### config.mk
export PLATFORM = sky130hd
export DESIGN_NAME = serial_addsub_flat
export DESIGN_NICKNAME = d
export VERILOG_FILES = /design/src/rtl/serial_addsub_pkg.sv /design/src/rtl/serial_addsub_if.sv /design/src/rtl/serial_addsub_fa_cell.sv /design/src/rtl/serial_addsub.sv /design/src/flat_wrapper.sv
export SDC_FILE = /design/constraint.sdc
export NUM_CORES = 1
export LEC_CHECK = 0
export BUFFER_PORTS_ARGS = -buffer_cell sky130_fd_sc_hd__buf_2
export CORE_MARGIN = 3
export CORE_UTILIZATION = 24
export CTS_BUF_LIST = sky130_fd_sc_hd__clkbuf_16
export DETAILED_ROUTE_END_ITERATION = 16
export PLACE_DENSITY = 0.44
export RECOVER_POWER = 100
export REMOVE_ABC_BUFFERS = 1
export SETUP_SLACK_MARGIN = 0.1
export SLEW_MARGIN = 30
export SYNTH_ARGS = -nofsm -noshare
export SYNTH_HDL_FRONTEND = slang
export SYNTH_SLANG_ARGS = --single-unit
### constraint.sdc
create_clock -name clk -period 2.2 [get_ports clk]
set_input_delay 0.33 -clock clk [delete_from_list [all_inputs] [get_ports clk]]
set_output_delay 0.33 -clock clk [all_outputs]
set_load 0.02 [all_outputs]
### src/rtl/serial_addsub_pkg.sv
// Shared types and sizing helpers for the bit-serial adder/subtractor.
package serial_addsub_pkg;

    typedef enum logic [1:0] {
        IDLE = 2'd0,
        RUN  = 2'd1,
        DONE = 2'd2
    } state_t;

    // Bit-counter width; never narrower than one bit so WIDTH=1 still has a counter.
    function automatic int cnt_w(input int width);
        return (width <= 2) ? 1 : $clog2(width);
    endfunction

endpackage

### src/rtl/serial_addsub_if.sv
// Operand/result handshake bundle; master is the upstream/consumer, slave is the block.
interface serial_addsub_if #(parameter int WIDTH = 8);
    logic             in_valid;
    logic             in_ready;
    logic [WIDTH-1:0] a;
    logic [WIDTH-1:0] b;
    logic             c_in;
    logic             sub;
    logic             out_valid;
    logic             out_ready;
    logic [WIDTH-1:0] s;
    logic             c_out;
    logic             ovf;
    logic             busy;

    modport master (
        output in_valid, a, b, c_in, sub, out_ready,
        input  in_ready, out_valid, s, c_out, ovf, busy
    );

    modport slave (
        input  in_valid, a, b, c_in, sub, out_ready,
        output in_ready, out_valid, s, c_out, ovf, busy
    );
endinterface

### src/rtl/serial_addsub_fa_cell.sv
// One-bit full adder built from two half adders and an OR gate.
module fa_cell (
    input  logic a,
    input  logic b,
    input  logic c_in,
    output logic s,
    output logic c_out
);
    logic p, g1, g2;

    assign p     = a ^ b;
    assign g1    = a & b;
    assign s     = p ^ c_in;
    assign g2    = p & c_in;
    assign c_out = g1 | g2;
endmodule

### src/rtl/serial_addsub.sv
// Bit-serial WIDTH-bit add/sub reusing a single full-adder cell, LSB first,
// with valid/ready handshakes on operands and result.
module serial_addsub
    import serial_addsub_pkg::*;
#(
    parameter int WIDTH = 8
) (
    input  logic          clk,
    input  logic          rst_n,
    serial_addsub_if.slave bus
);
    localparam int CNT_W = cnt_w(WIDTH);
    localparam logic [CNT_W-1:0] LAST = CNT_W'(WIDTH - 1);

    state_t           state;
    logic [WIDTH-1:0] a_sr, b_sr, s_sr;
    logic             carry;
    logic [CNT_W-1:0] cnt;
    logic             fa_s, fa_co;
    logic [WIDTH-1:0] s_shift;

    fa_cell u_fa (
        .a     (a_sr[0]),
        .b     (b_sr[0]),
        .c_in  (carry),
        .s     (fa_s),
        .c_out (fa_co)
    );

    // Sum bits enter at the MSB so the word is aligned after WIDTH shifts.
    assign s_shift  = WIDTH'({fa_s, s_sr} >> 1);
    assign bus.busy = (state != IDLE);

    always_ff @(posedge clk or negedge rst_n) begin
        if (!rst_n) begin
            state         <= IDLE;
            a_sr          <= '0;
            b_sr          <= '0;
            s_sr          <= '0;
            carry         <= 1'b0;
            cnt           <= '0;
            bus.in_ready  <= 1'b0;
            bus.out_valid <= 1'b0;
            bus.s         <= '0;
            bus.c_out     <= 1'b0;
            bus.ovf       <= 1'b0;
        end else begin
            case (state)
                IDLE: begin
                    bus.in_ready <= 1'b1;
                    if (bus.in_valid && bus.in_ready) begin
                        // Subtract as A + ~B + ~borrow.
                        a_sr         <= bus.a;
                        b_sr         <= bus.b ^ {WIDTH{bus.sub}};
                        carry        <= bus.c_in ^ bus.sub;
                        cnt          <= '0;
                        bus.in_ready <= 1'b0;
                        state        <= RUN;
                    end
                end
                RUN: begin
                    a_sr  <= a_sr >> 1;
                    b_sr  <= b_sr >> 1;
                    s_sr  <= s_shift;
                    carry <= fa_co;
                    cnt   <= cnt + 1'b1;
                    if (cnt == LAST) begin
                        bus.s         <= s_shift;
                        bus.c_out     <= fa_co;
                        bus.ovf       <= carry ^ fa_co;
                        bus.out_valid <= 1'b1;
                        state         <= DONE;
                    end
                end
                DONE: begin
                    if (bus.out_valid && bus.out_ready) begin
                        bus.out_valid <= 1'b0;
                        bus.in_ready  <= 1'b1;
                        state         <= IDLE;
                    end
                end
                default: begin
                    bus.in_ready  <= 1'b0;
                    bus.out_valid <= 1'b0;
                    state         <= IDLE;
                end
            endcase
        end
    end
endmodule
### src/flat_wrapper.sv
// flat-port wrapper written by rule: the top's interface ports become plain ports
module serial_addsub_flat import serial_addsub_pkg::*;
#(
    parameter int WIDTH = 8
)
  (clk, rst_n, bus_in_valid, bus_a, bus_b, bus_c_in, bus_sub, bus_out_ready, bus_in_ready, bus_out_valid, bus_s, bus_c_out, bus_ovf, bus_busy);
  serial_addsub_if #(.WIDTH(WIDTH)) bus_i ();
  input  logic clk;
  input  logic rst_n;
  input wire logic [$bits(bus_i.in_valid)-1:0] bus_in_valid;
  input wire logic [$bits(bus_i.a)-1:0] bus_a;
  input wire logic [$bits(bus_i.b)-1:0] bus_b;
  input wire logic [$bits(bus_i.c_in)-1:0] bus_c_in;
  input wire logic [$bits(bus_i.sub)-1:0] bus_sub;
  input wire logic [$bits(bus_i.out_ready)-1:0] bus_out_ready;
  output wire logic [$bits(bus_i.in_ready)-1:0] bus_in_ready;
  output wire logic [$bits(bus_i.out_valid)-1:0] bus_out_valid;
  output wire logic [$bits(bus_i.s)-1:0] bus_s;
  output wire logic [$bits(bus_i.c_out)-1:0] bus_c_out;
  output wire logic [$bits(bus_i.ovf)-1:0] bus_ovf;
  output wire logic [$bits(bus_i.busy)-1:0] bus_busy;
  assign bus_i.in_valid = bus_in_valid;
  assign bus_i.a = bus_a;
  assign bus_i.b = bus_b;
  assign bus_i.c_in = bus_c_in;
  assign bus_i.sub = bus_sub;
  assign bus_i.out_ready = bus_out_ready;
  assign bus_in_ready = bus_i.in_ready;
  assign bus_out_valid = bus_i.out_valid;
  assign bus_s = bus_i.s;
  assign bus_c_out = bus_i.c_out;
  assign bus_ovf = bus_i.ovf;
  assign bus_busy = bus_i.busy;
  serial_addsub #(.WIDTH(WIDTH)) u_core (.clk(clk), .rst_n(rst_n), .bus(bus_i));
endmodule
==> results of run 1 <==
-- sequential cells by signal, summed over array words and instances (netlist names) --
signal                flops
u_core.a_sr               8
u_core.b_sr               8
u_core.bus.c_out          1
u_core.bus.in_ready       1
u_core.bus.out_valid      1
u_core.bus.ovf            1
u_core.bus.s              8
u_core.carry              1
u_core.cnt                3
u_core.s_sr               7
u_core.state              2
-- stage by stage --
stage          instances  utilization (%)  area, sq um
2_1_floorplan        155                -         1794
3_3_place_gp         297            29.10         2156
3_5_place_dp         297            29.10         2156
4_1_cts              305            30.97         2295
5_1_grt              305            30.54         2262
6_report             305            30.54         2262
-- worst register-to-register path: cells and delay by family, from the launching register on --
| family | cells | cell delay (ns) |
|---|---|---|
| AO/OA/AOI/OAI | 1 | 0.09 |
| buffers and inverters | 1 | 0.48 |
| flip-flops | 1 | 0.34 |
| multiplexers | 1 | 0.25 |
| AND/OR/NAND/NOR | 1 | 0.54 |
-- cell usage after synthesis --
library cell	number
mux2_1	9
a221o_1	1
nor2_1	9
nand3b_1	1
nor2b_1	1
clkbuf_1	1
a21oi_1	10
nand2_1	24
a22o_1	3
mux2_2	1
fa_1	1
xnor2_1	3
ha_1	2
xor2_1	7
nand4bb_1	1
or2_2	1
mux2i_1	7
o21ai_0	9
nor4bb_1	1
o21ai_1	9
or2_1	1
o2bb2ai_1	8
buf_6	1
dfrtp_1	41
buf_2	7
nand2b_1	2
a21oi_2	1
o31ai_1	1
and3_1	1
buf_4	3
-- worst paths after layout --
path                       slack (ns)  cells after the start                         from                     endpoint
min                              0.28                      2                     bus_a[7]   u_core.a_sr[7]$_DFFE_PN0P_
min reg2reg                      0.47                      2   u_core.s_sr[1]$_DFFE_PN0N_   u_core.s_sr[1]$_DFFE_PN0N_
max                              0.31                      3  u_core.state[1]$_DFFE_PN0P_                     bus_busy
max in group asynchronous        1.25                      2                        rst_n     u_core.carry$_DFFE_PN0P_
max reg2reg                      0.36                      4  u_core.state[1]$_DFFE_PN0P_   u_core.a_sr[0]$_DFFE_PN0P_
min in group asynchronous        0.32                      2                        rst_n  u_core.bus.s[1]$_DFFE_PN0P_
-- per-layer routing --
metal	wire length [um]	vias up	track usage, %	share of wire, %
met5	0	-	0	0
met4	47	0	3.610	1.2
met3	203	4	2.724	5.3
met2	1649	26	14.01	43
met1	1928	632	12.92	50
li1	-	658	-	-
-- logic make-up after synthesis --
logic type	count (synthesis)	synth area share (%)
AO/OA/AOI/OAI	42	14.08
XOR/XNOR	10	4.692
adder cells (fa/ha/maj)	3	2.413
buffers and inverters	12	3.887
flip-flops	41	54.96
multiplexers	17	9.786
AND/OR/NAND/NOR	42	10.19
-- cell type report --
type	count	area (sq um)
clock inverter	3	13.76
fill	793	5146
tap	99	123.9
clock buffer	5	125.1
multi-input combinational	114	768.2
timing repair buffer	43	205.2
sequential	41	1026
-- power by group --
| part | switching (mW) | internal, mW | total [mW] |
|---|---|---|---|
| registers | 0.201 | 1.08 | 1.28 |
| clock network | 0.276 | 0.411 | 0.687 |
| logic | 0.702 | 0.496 | 1.20 |
==> results.md, run 1 <==
* Post-route DRC at 0
* Commonest cells after routing, fill and taps aside: dfrtp_1 (41), nand2_1 (24), buf_2 (21)
* Final-report setup violation count at 0
* TritonCTS clock tree: yes
* Actual slew at the worst max-slew pin at about 1.0 ns
* Synth area leader: dfrtp_1
* Number of I/O port buffers at 34
* Drt via density at 4.328
* Seq/Total Area, Yosys at 54.96%
* Gpl congestion at 0.6630
* Crit share post-route at between 80% and 90%
* First-pass DRT Iterations at 4
* Largest net degree at the start of global routing at 42
* Vias at around 1,300
* Die Area at roughly 0.009 sq mm
* Status: finished clean
* Max-slew headroom at a little under a third
* Post-CTS setup buffer count at 0
* H-Tree Depth at 2
* Detail Route Antenna Nets at 0
* Fin Hold WS at between 0.2 and 0.3 ns
* Critical path endpoint category: output port
* Yosys reg bits at between 40 and 50
* Setup TNS at 0 ns
* Mapped Area at between 0.0015 and 0.002 sq mm
* Post-Syn Area per Cell at 11.18 sq um
* Most numerous cell on the critical path: clkbuf_1
* Ports at 35
* Max Clock Skew at 0.002074 ns
* Dpl ws at 0.4366 ns
* CTS resizes at 0
* P per Cell Area at 1399 mW/mm^2
* Share of the synthesized area in the top cell type at 54.96%
* Clk sinks at 41
* Worst min-delay path category: primary input to flip-flop
* Critical Path AT at 1.56 ns
* Chip height at 94.20 um
* Ant diodes at 0
* Layout cells sized above 1 at 17.96%
* LEAKAGE at 1.045 nW
* VDD IR max at 0.4475 mV
* Num CTS Buffers at 5
* Yosys warning total at 0
* Hold Buf Count CTS at 0
* GRT Total Usage at 9.440%
* Detailed-route wire length at 3.827 mm
* Initial core utilization at 25.20%
* Starting DRT DRC Count at 71
* Vias in the first global route at 1,297
* Ranking of synthesized cells by area: dfrtp_1 (55%), mux2_1 (5.4%), nand2_1 (4.8%)
* Crit-path cells: clkbuf_1, or2_2, clkbuf_1
* Core box area at 0.007408 sq mm
* Worst path bufs/invs at 2
* Nets at 230
* Horiz. Die Dim at 94.20 um
* Post-synth cell types at 30
* Final hold violation count at 0
* Gr ovfl total at 0
* Hpwl dp at about 2.7 mm
* PnR worst setup slack at 0.3148 ns
* Layout area overhead at 21.18%
* Global-route wire length before repair at 6.444 mm
* Crit path required time at 1.87 ns
* Root Buffer: clkbuf_16
* Slowest cell on the critical path: clkbuf_1
* Critical-path maximum fanout at 17
* Worst-path clk slew at 0.06 ns
* CP top delay family: buffers and inverters
* Std cell rows at 31
* Critical path class: flip-flop to output port
* CP Launch Type: flip-flop
* Largest stage delay, worst path at roughly 0.48 ns
* Achievable Freq at 530.4 MHz
* RSZ-0062 raised after global routing: false
* Max Root-Sink Buffers at 2
* Slew Viols, Final at 0
* Max-cap viol count at 0
* Commonest non-fill, non-tap cell in the layout: dfrtp_1
* Antenna violations before repair at 0
* Total power at 3.164 mW
* Min Tclk post-route at around 1.9 ns
* Post-synthesis cell count at 167
* DR WL/cell at 12.55 um
* Clock latency at the later pin of the worst-skew pair at 0.28 ns
(Power assumes the default switching activity.)
==> run 2, diff against run 1 <==
CORE_UTILIZATION = 40   (was 24)
PLACE_DENSITY = unset   (was 0.44)
==> run 2 against run 1 <==
Core utilization is 19 points higher; hold slack lost 0.076 ns; fmax up 5.2%; critical path type is now flip-flop to flip-flop; highest routed layer unchanged.
==> results.md, run 2 (synthesis results as in run 1) <==
* Status: finished clean
* Critical path class: flip-flop to flip-flop
* Vias at ~1,300
* Worst-path clk slew at 0.06 ns
* Crit share post-route at 81.45%
* Gpl congestion at between 0.7 and 0.8
* VDD IR max at 0.4618 mV
* Reg2Reg Depth at 4
* Largest regs: u_core.a_sr (8), u_core.b_sr (8), u_core.bus.s (8)
* Die Area at 0.005523 sq mm
* Logic gate share of total power at approximately a third
* Grt peak-use layer: met2
* Max-slew headroom at 33.20%
* Met3 usage in global routing at 3.514%
* P per Cell Area at 1485 mW/mm^2
* Critical Path Stages at 4
* Drt via density at around 5.2
* Initial core utilization at 42.00%
* Largest stage delay, worst path at 0.51 ns
* Internal power at ~2.1 mW
* Max-cap viol count at 0
* Horiz. Die Dim at 74.32 um
* Hpwl dp at 2.573 mm
* Number of I/O port buffers at 34
* RSZ-0062 raised after global routing: false
* GRT Total Usage at ~15%
* Switching share of power at 36.35%
* Gr ovfl total at 0
* Area after DPL at slightly above 0.002 sq mm
* CTS resizes at 0
* Critical Path AT at 1.94 ns
* Nets at roughly 230
* Largest net degree at the start of global routing at 42
* LEAKAGE at about 1.0 nW
* Actual slew at the worst max-slew pin at ~1 ns
* Hold Buf Count CTS at 0
* Root Buffer: clkbuf_16
* Critical path endpoint: u_core.a_sr[0]$_DFFE_PN0P_
* Worst path bufs/invs at 1
* Min Tclk post-route at around 1.8 ns
* Clock latency at the later pin of the worst-skew pair at 0.28 ns
* Num CTS Buffers at 5
* Antenna violations before repair at 0
* # fillers at 413
* Ant diodes at 0
* Detail Route Antenna Nets at 0
* Detailed-route wire length at between 3 and 4 mm
* Max Clock Skew at between 0.006 and 0.007 ns
* Core box area at 0.004444 sq mm
* CP Launch Type: flip-flop
* Clock share of power at 25.0%
* Crit-path cells: a21oi_1, or2_1, clkbuf_2, o21ai_0
* Chip height at 74.32 um
* Starting DRT DRC Count at 74
* Worst min-delay path category: primary input to async pin
* Sw Pwr at about 1.2 mW
* Worst r2r src: u_core.state[0]$_DFFE_PN0P_
* Reg power frac at 39.7%
* Post-route DRC at 0
* Start point of the critical path: u_core.state[0]$_DFFE_PN0P_
* Std cell rows at 24
* Crit path required time at around 2.4 ns
* Final Cell Area at 0.002200 sq mm
* First-pass DRT Iterations at 4
* TritonCTS clock tree: yes
* Vias in the first global route at ~1,300
* Global routing usage on met1 at 18.86%
* Final hold violation count at 0
* Met2 Track Usage GR at a little under a quarter
* Slowest cell on the critical path: a21oi_1
* Global-route wire length before repair at 6.044 mm
* Commonest cells after routing, fill and taps aside: dfrtp_1 (41), nand2_1 (24), buf_2 (20)
* R2R Setup Slk at 0.41 ns
* Setup TNS at 0 ns
* Post-CTS setup buffer count at 0
* RR Endpoint: u_core.a_sr[0]$_DFFE_PN0P_
* Layout cells sized above 1 at 16.42%
* Max Root-Sink Buffers at 2
* Critical-path maximum fanout at 20
* Ports at 35
* Layout area overhead at 17.83%
* Commonest non-fill, non-tap cell in the layout: dfrtp_1
* Slew Viols, Final at 0
* Achievable Freq at 558.1 MHz
* H-Tree Depth at 2
* Clk sinks at 41
* Final-report setup violation count at 0
* Critical path endpoint category: flip-flop
* DR WL/cell at 14.42 um
* CP top delay family: compound AO/OA/AOI/OAI gates
## run 2: final cells by class
cell class              count  area, sq um  share of cell area [%]
clock buffers               5        125.1                   5.688
multi-input cells         114        764.5                   34.76
flip-flops and latches     41         1026                   46.64
clock inverters             3        41.29                   1.877
well taps                  52        65.06                   2.958
repair buffers             38        177.7                   8.077
## run 2: stage by stage
| step | util [%] | setup slack, ns | hold slack [ns] | instances | total power [mW] |
|---|---|---|---|---|---|
| floorplan | - | 0.4191 | 0.03441 | 155 | 2.124 |
| finish | 49.49 | 0.4082 | 0.2060 | 253 | 3.267 |
| global placement | 46.34 | 0.4860 | 0.4567 | 245 | 2.505 |
| detailed placement | 46.34 | 0.4461 | 0.4729 | 245 | 2.552 |
| CTS | 50.08 | 0.4368 | 0.2054 | 253 | 3.386 |
| global route | 49.49 | 0.2092 | 0.2831 | 253 | 3.535 |
## run 2: power by group through the flow
stage          combinational [mW]  sequential (mW)  clock, mW
6_report                     1.15             1.30      0.817
5_1_grt                      1.33             1.34      0.865
4_1_cts                      1.25             1.30      0.840
3_5_place_dp                 1.24             1.31          0
3_3_place_gp                 1.21             1.30          0
2_1_floorplan               0.760             1.36          0
## run 2: per-layer routing
layer	vias to the layer above	share of wire (%)
li1	642	-
met1	637	47
met2	43	46
met3	4	6.6
met4	0	0.52
met5	-	0
## run 2: how the worst min path moves through the flow
| stage | from | slack (ns) | end |
|---|---|---|---|
| after floorplan | rst_n | 0.03 | u_core.a_sr[0]$_DFFE_PN0P_ |
| after global placement | u_core.s_sr[1]$_DFFE_PN0N_ | 0.46 | u_core.s_sr[1]$_DFFE_PN0N_ |
| after detailed placement | u_core.s_sr[1]$_DFFE_PN0N_ | 0.47 | u_core.s_sr[1]$_DFFE_PN0N_ |
| after CTS | rst_n | 0.21 | u_core.bus.s[1]$_DFFE_PN0P_ |
| after global routing | bus_a[7] | 0.28 | u_core.a_sr[7]$_DFFE_PN0P_ |
| final | rst_n | 0.21 | u_core.bus.s[1]$_DFFE_PN0P_ |
